==> src/rtl/sram_req_arbiter.sv <==
// sram_req_arbiter: shares one SRAM-like port between instruction fetch (inst_*)
// and memory-stage data access (data_*).
// - One request is granted per cycle. A grant that stalls on m_addr_ok stays
//   locked to its owner until downstream accepts it.
// - Accepted-but-unanswered requests are tracked in an in-order owner FIFO
//   that holds up to OUTSTANDING entries.
// - Each m_data_ok/m_rdata is routed to the owner of the oldest entry.
// Ports:
//   clk, resetn                      clock, async active-low reset
//   inst_* / data_* (req, wr, size, addr, wstrb, wdata)  requester inputs
//   inst_addr_ok / data_addr_ok      request accepted this cycle (combinational)
//   inst_data_ok / data_data_ok      response for that requester this cycle
//   rdata                            m_rdata broadcast to both requesters
//   m_req, m_wr, m_size, m_addr, m_wstrb, m_wdata  downstream request
//   m_addr_ok, m_data_ok, m_rdata    downstream handshake and read data
//   err                              sticky: response arrived with no outstanding entry
// Optional macro SRAM_ARB_RR_EN: round-robin priority between the two requesters
// while unlocked. When it is not defined, data has fixed priority over inst.
module sram_req_arbiter #(
  parameter int unsigned OUTSTANDING = 2,
  parameter int unsigned ADDR_W      = 32
) (
  input  logic              clk,
  input  logic              resetn,
  input  logic              inst_req,
  input  logic              inst_wr,
  input  logic [1:0]        inst_size,
  input  logic [ADDR_W-1:0] inst_addr,
  input  logic [3:0]        inst_wstrb,
  input  logic [31:0]       inst_wdata,
  output logic              inst_addr_ok,
  output logic              inst_data_ok,
  input  logic              data_req,
  input  logic              data_wr,
  input  logic [1:0]        data_size,
  input  logic [ADDR_W-1:0] data_addr,
  input  logic [3:0]        data_wstrb,
  input  logic [31:0]       data_wdata,
  output logic              data_addr_ok,
  output logic              data_data_ok,
  output logic [31:0]       rdata,
  output logic              m_req,
  output logic              m_wr,
  output logic [1:0]        m_size,
  output logic [ADDR_W-1:0] m_addr,
  output logic [3:0]        m_wstrb,
  output logic [31:0]       m_wdata,
  input  logic              m_addr_ok,
  input  logic              m_data_ok,
  input  logic [31:0]       m_rdata,
  output logic              err
);

  localparam int unsigned PTR_W = (OUTSTANDING > 1) ? $clog2(OUTSTANDING) : 1;
  localparam int unsigned CNT_W = $clog2(OUTSTANDING + 1);
  localparam logic OWN_INST = 1'b0;
  localparam logic OWN_DATA = 1'b1;

  typedef enum logic {ST_UNLOCKED = 1'b0, ST_LOCKED = 1'b1} state_e;

  typedef struct packed {
    logic              wr;
    logic [1:0]        size;
    logic [ADDR_W-1:0] addr;
    logic [3:0]        wstrb;
    logic [31:0]       wdata;
  } req_t;

  state_e                 state_q, state_d;
  logic                   lock_owner_q, lock_owner_d;
  logic [OUTSTANDING-1:0] owner_q, owner_d;
  logic [PTR_W-1:0]       wr_ptr_q, wr_ptr_d;
  logic [PTR_W-1:0]       rd_ptr_q, rd_ptr_d;
  logic [CNT_W-1:0]       count_q, count_d;
  logic                   err_q, err_d;
`ifdef SRAM_ARB_RR_EN
  logic                   last_owner_q, last_owner_d;
`endif

  logic grant;
  logic sel_req;
  logic head_owner;
  logic pop;
  logic can_issue;
  logic m_req_int;
  logic accept;
  req_t inst_pl, data_pl, sel_pl;

  // Pointers wrap modulo OUTSTANDING, which need not be a power of two.
  function automatic logic [PTR_W-1:0] next_ptr(input logic [PTR_W-1:0] ptr);
    return (ptr == PTR_W'(OUTSTANDING - 1)) ? '0 : ptr + PTR_W'(1);
  endfunction

  assign inst_pl = {inst_wr, inst_size, inst_addr, inst_wstrb, inst_wdata};
  assign data_pl = {data_wr, data_size, data_addr, data_wstrb, data_wdata};
  assign sel_pl  = (grant == OWN_DATA) ? data_pl : inst_pl;

  // Grant selection, lock FSM next state, and owner FIFO bookkeeping.
  always_comb begin
    state_d      = state_q;
    lock_owner_d = lock_owner_q;
    owner_d      = owner_q;
    wr_ptr_d     = wr_ptr_q;
    rd_ptr_d     = rd_ptr_q;
    count_d      = count_q;
    err_d        = err_q;
`ifdef SRAM_ARB_RR_EN
    last_owner_d = last_owner_q;
`endif
    grant        = OWN_INST;

    if (state_q == ST_LOCKED) begin
      grant = lock_owner_q;
    end else if (data_req && inst_req) begin
`ifdef SRAM_ARB_RR_EN
      grant = ~last_owner_q;
`else
      grant = OWN_DATA;
`endif
    end else if (data_req) begin
      grant = OWN_DATA;
    end

    sel_req    = (grant == OWN_DATA) ? data_req : inst_req;
    head_owner = owner_q[rd_ptr_q];
    pop        = m_data_ok && (count_q != '0);
    // A response in the same cycle frees a slot, so a full FIFO can still accept.
    can_issue  = (count_q < CNT_W'(OUTSTANDING)) || pop;
    m_req_int  = sel_req && can_issue;
    accept     = m_req_int && m_addr_ok;

    case (state_q)
      ST_UNLOCKED: begin
        if (m_req_int && !m_addr_ok) begin
          state_d      = ST_LOCKED;
          lock_owner_d = grant;
        end
      end
      ST_LOCKED: begin
        if (accept) begin
          state_d = ST_UNLOCKED;
        end
      end
      default: state_d = ST_UNLOCKED;
    endcase

    if (accept) begin
      owner_d[wr_ptr_q] = grant;
      wr_ptr_d          = next_ptr(wr_ptr_q);
`ifdef SRAM_ARB_RR_EN
      last_owner_d      = grant;
`endif
    end
    if (pop) begin
      rd_ptr_d = next_ptr(rd_ptr_q);
    end
    if (accept && !pop) begin
      count_d = count_q + CNT_W'(1);
    end else if (pop && !accept) begin
      count_d = count_q - CNT_W'(1);
    end
    if (m_data_ok && (count_q == '0)) begin
      err_d = 1'b1;
    end
  end

  always_ff @(posedge clk or negedge resetn) begin
    if (!resetn) begin
      state_q      <= ST_UNLOCKED;
      lock_owner_q <= OWN_INST;
      owner_q      <= '0;
      wr_ptr_q     <= '0;
      rd_ptr_q     <= '0;
      count_q      <= '0;
      err_q        <= 1'b0;
`ifdef SRAM_ARB_RR_EN
      last_owner_q <= OWN_INST;
`endif
    end else begin
      state_q      <= state_d;
      lock_owner_q <= lock_owner_d;
      owner_q      <= owner_d;
      wr_ptr_q     <= wr_ptr_d;
      rd_ptr_q     <= rd_ptr_d;
      count_q      <= count_d;
      err_q        <= err_d;
`ifdef SRAM_ARB_RR_EN
      last_owner_q <= last_owner_d;
`endif
    end
  end

  // Handshake outputs are combinational passthroughs. They are forced low
  // while resetn is asserted, without waiting for a clock edge.
  assign m_req        = resetn & m_req_int;
  assign m_wr         = m_req & sel_pl.wr;
  assign m_size       = m_req ? sel_pl.size  : '0;
  assign m_addr       = m_req ? sel_pl.addr  : '0;
  assign m_wstrb      = m_req ? sel_pl.wstrb : '0;
  assign m_wdata      = m_req ? sel_pl.wdata : '0;

  assign inst_addr_ok = m_req & m_addr_ok & (grant == OWN_INST);
  assign data_addr_ok = m_req & m_addr_ok & (grant == OWN_DATA);
  assign inst_data_ok = resetn & pop & (head_owner == OWN_INST);
  assign data_data_ok = resetn & pop & (head_owner == OWN_DATA);
  assign rdata        = resetn ? m_rdata : '0;
  assign err          = err_q;

endmodule

==> config.mk <==
export PLATFORM = sky130hd
export DESIGN_NAME = sram_req_arbiter
export DESIGN_NICKNAME = d
export VERILOG_FILES = /design/src/rtl/sram_req_arbiter.sv
export SDC_FILE = /design/constraint.sdc
export NUM_CORES = 1
export LEC_CHECK = 0
export ABC_AREA = 1
export CAP_MARGIN = 20
export CORE_AREA = 2 2 113 115
export DETAILED_ROUTE_END_ITERATION = 7
export DIE_AREA = 0 0 115 117
export GPL_TIMING_DRIVEN = 1
export PLACE_DENSITY = 0.64
export SLEW_MARGIN = 15
export SYNTH_ARGS = -nofsm -noshare
export SYNTH_HDL_FRONTEND = slang
export SYNTH_SLANG_ARGS = --single-unit
==> constraint.sdc <==
create_clock -name clk -period 2.15 [get_ports clk]
set_clock_uncertainty 0.15 [all_clocks]
set_input_delay 0.215 -clock clk [delete_from_list [all_inputs] [get_ports clk]]
set_output_delay 0.215 -clock clk [all_outputs]
set_load 0.01 [all_outputs]
==> results.sh <==
export IMPL_status="finished, violations left"
export IMPL_violations="negative hold slack"
export IMPL_vdd_drop_max_v=0.0003480
export IMPL_slowest_stage="dfrtp_2"
export IMPL_p_leak_nw=2.687
export IMPL_min_path_type="input pin to asynchronous set/reset pin"
export IMPL_ys_ff_latch=9
export IMPL_clk_latency_ns=0.24
export IMPL_hold_buffers=0
export IMPL_numCtsBuffers=3
export IMPL_path_cells="inv_2 > nand2_4 > nand3_4 > a21oi_4 > nand2_8 > buf_12 > buf_12 > a21oi_2 > buf_2"
export IMPL_antenna_found_initial=0
export IMPL_start_util=0.1634
export IMPL_grt_max_degree=33
export IMPL_clockBufferDepth=2
export IMPL_start_kind="flip-flop"
export IMPL_ff2ff_setup_slack_ns=0.26
export IMPL_min_period_ns=2.130
export IMPL_die_h_um=117
export IMPL_die_area_um2=13460
export IMPL_crit_path_max_fanout=7
export IMPL_slew_violations=0
export IMPL_area_growth_pct=181.0
export IMPL_gr_usage_all_layers=0.1589
export IMPL_routedWlPerCell_um=14.27
export IMPL_slew_headroom=0.7694
export IMPL_max_clock_freq_mhz=469.5
export IMPL_syn_inst=364
export IMPL_cpMostUsedCell="buf_12"
export IMPL_hold_ws_ns=-0.02294
export IMPL_die_w_um=115
export IMPL_hold_violations=9
export IMPL_syn_nets=545
export IMPL_cp_slowest_stage_delay_ns=0.40
export IMPL_num_vias=3576
export IMPL_arrival_ns=1.77
export IMPL_setup_viol=0
export IMPL_drt_iter0_drc=94
export IMPL_r2r_end="count_q[1]"
export IMPL_cts_tree="built"
export IMPL_cap_violations=0
export IMPL_drtPass1Iterations=4
export IMPL_cts_num_sinks=9
export IMPL_port_buffers=288
export IMPL_diodes=0
export IMPL_power_density_nw_per_um2=833.0
export IMPL_clkTransAtPathRegs_ns=0.04
export IMPL_avgSynthCellArea_um2=5.527
export IMPL_crit_end="m_addr[19]"
export IMPL_ys_seq_area_frac=0.1119
export IMPL_layout_commonest_cell="clkdlybuf4s50_1"
export IMPL_worstMarginPinSlew_ns=0.3423
export IMPL_htree_levels=1
export IMPL_drc=0
export IMPL_end_kind="primary output"
export IMPL_pre_cts_slack_ns=-0.4483
export IMPL_rsz0062_at_grt="true"
export IMPL_pin_count=289
export IMPL_drive_above_1_share=0.3099
export IMPL_grt_pass1_vias=3566
export IMPL_worstSetupPathType="flip-flop to primary output"
export IMPL_vias_per_cell=4.288
export IMPL_gp_congestion=0.7863
export IMPL_min_period_over_period=0.9907
export IMPL_grt_overflow_total=0
export IMPL_finalWirelength_um=11900
export IMPL_cp_data_required_time_ns=1.78
export IMPL_nNetsFinal=866
export IMPL_grt_pass1_wl_um=17050
export IMPL_postRouteAntennaNets=0
export IMPL_reg2reg_depth=10
export IMPL_synth_area_um2=2012
export IMPL_synth_cell_types=23
export IMPL_rows=41
export IMPL_root_buffer="clkbuf_16"
export IMPL_yosysWarnings=0
export IMPL_dp_hpwl_um=8954
export IMPL_final_cell_mix="clkdlybuf4s50_1, nand2_1, buf_2, a21oi_2, inv_1"
export IMPL_coreArea_um2=12310
export IMPL_setup_slack_ns=0.01993
power breakdown:
| group | leakage (nW) | switching, mW | internal [mW] | total, mW |
|---|---|---|---|---|
| clock network | 0.0382 | 0.0831 | 0.248 | 0.331 |
| logic | 2.54 | 2.03 | 2.03 | 4.06 |
| registers | 0.105 | 0.0687 | 0.250 | 0.319 |
| total | 2.69 | 2.19 | 2.52 | 4.71 |
cell type report:
type	count	area (um^2)
Multi-Input combinational cell	287	1694
Inverter	42	165.2
Sequential cell	9	226.5
Fill cell	1227	6659
Timing Repair Buffer	342	3301
Tap cell	150	187.7
Clock buffer	4	78.83
Yosys cell counts:
library cell | instances | area [um^2]
xnor2_1 | 2 | 17.52
nor2_1 | 3 | 11.26
a21oi_2 | 59 | 516.8
nand3_1 | 1 | 5.000
nand2_1 | 188 | 705.7
buf_6 | 7 | 78.83
a31o_2 | 1 | 8.760
nor3_1 | 3 | 15.01
buf_2 | 6 | 30.03
xor2_1 | 1 | 8.760
dfrtp_1 | 9 | 225.2
inv_1 | 40 | 150.1
nor3b_1 | 1 | 7.510
a21oi_4 | 1 | 16.27
nand2_2 | 2 | 12.51
mux2i_1 | 1 | 10.01
ha_1 | 1 | 12.51
a21oi_1 | 14 | 70.07
inv_2 | 2 | 7.510
clkbuf_1 | 14 | 52.55
nand3_2 | 1 | 10.01
nand4_1 | 4 | 25.02
o21ai_0 | 3 | 15.01
cell families (layout without fill, tap and decap cells):
family / after synthesis / count (layout) / share of synthesized area
XOR/XNOR: 3 / 3 / 0.01306
buffers and inverters: 69 / 388 / 0.1586
flip-flops: 9 / 9 / 0.1119
AND/OR/NAND/NOR: 203 / 204 / 0.3937
AO/OA/AOI/OAI: 78 / 78 / 0.3116
adder cells (fa/ha/maj): 1 / 1 / 0.006218
multiplexers: 1 / 1 / 0.004975
worst max-delay path, delay by kind of cell, from the launching register on:
family / cells / cell delay, ns
AOI/OAI and AO/OA: 2 / 0.33
DFF: 1 / 0.40
and+or+nand+nor: 3 / 0.24
buffers and inverters: 4 / 0.54
layer usage:
layer | global-route usage | vias up | wire length, um
li1 | - | 1763 | -
met1 | 0.1666 | 1625 | 4422
met2 | 0.3224 | 183 | 6299
met3 | 0.04222 | 5 | 1133
met4 | 0.02088 | 0 | 45
met5 | 0 | - | 0
timing repair:
item / 4_1_cts / 5_1_grt
gates cloned: 6 / 1
buffers inserted: 12 / 10
endpoints found under the setup margin: 99 / 77
gates resized for setup: 341 / 36
endpoints found under the hold margin: 0 / 0
pin swaps: 2 / 6
worst min path at each step:
stage                     startpoint                          to  slack [ns]  depth (start not counted)
after CTS                     resetn                  count_q[0]        0.17                          2
after global routing          resetn                  count_q[0]       0.007                          2
after global placement           err                         err        0.32                          1
after floorplan               resetn  asynchronous set/reset pin       -0.23                          0
final                         resetn                         err       -0.02                          2
after detailed placement         err                         err        0.33                          1
stage by stage:
| step | std cells | TNS (ns) | util | total power, mW | cell area (um^2) |
|---|---|---|---|---|---|
| after CTS | 825 | -2.784 | 0.4360 | 4.317 | 5368 |
| after global placement | 803 | -27.34 | 0.4214 | 3.495 | 5189 |
| after floorplan | 364 | 0 | - | 1.946 | 2012 |
| after detailed placement | 803 | -29.31 | 0.4214 | 3.541 | 5189 |
| after global routing | 834 | -1.528 | 0.4591 | 5.057 | 5653 |
| final | 834 | 0 | 0.4591 | 4.709 | 5653 |
Power figures use the tool's default switching activity.
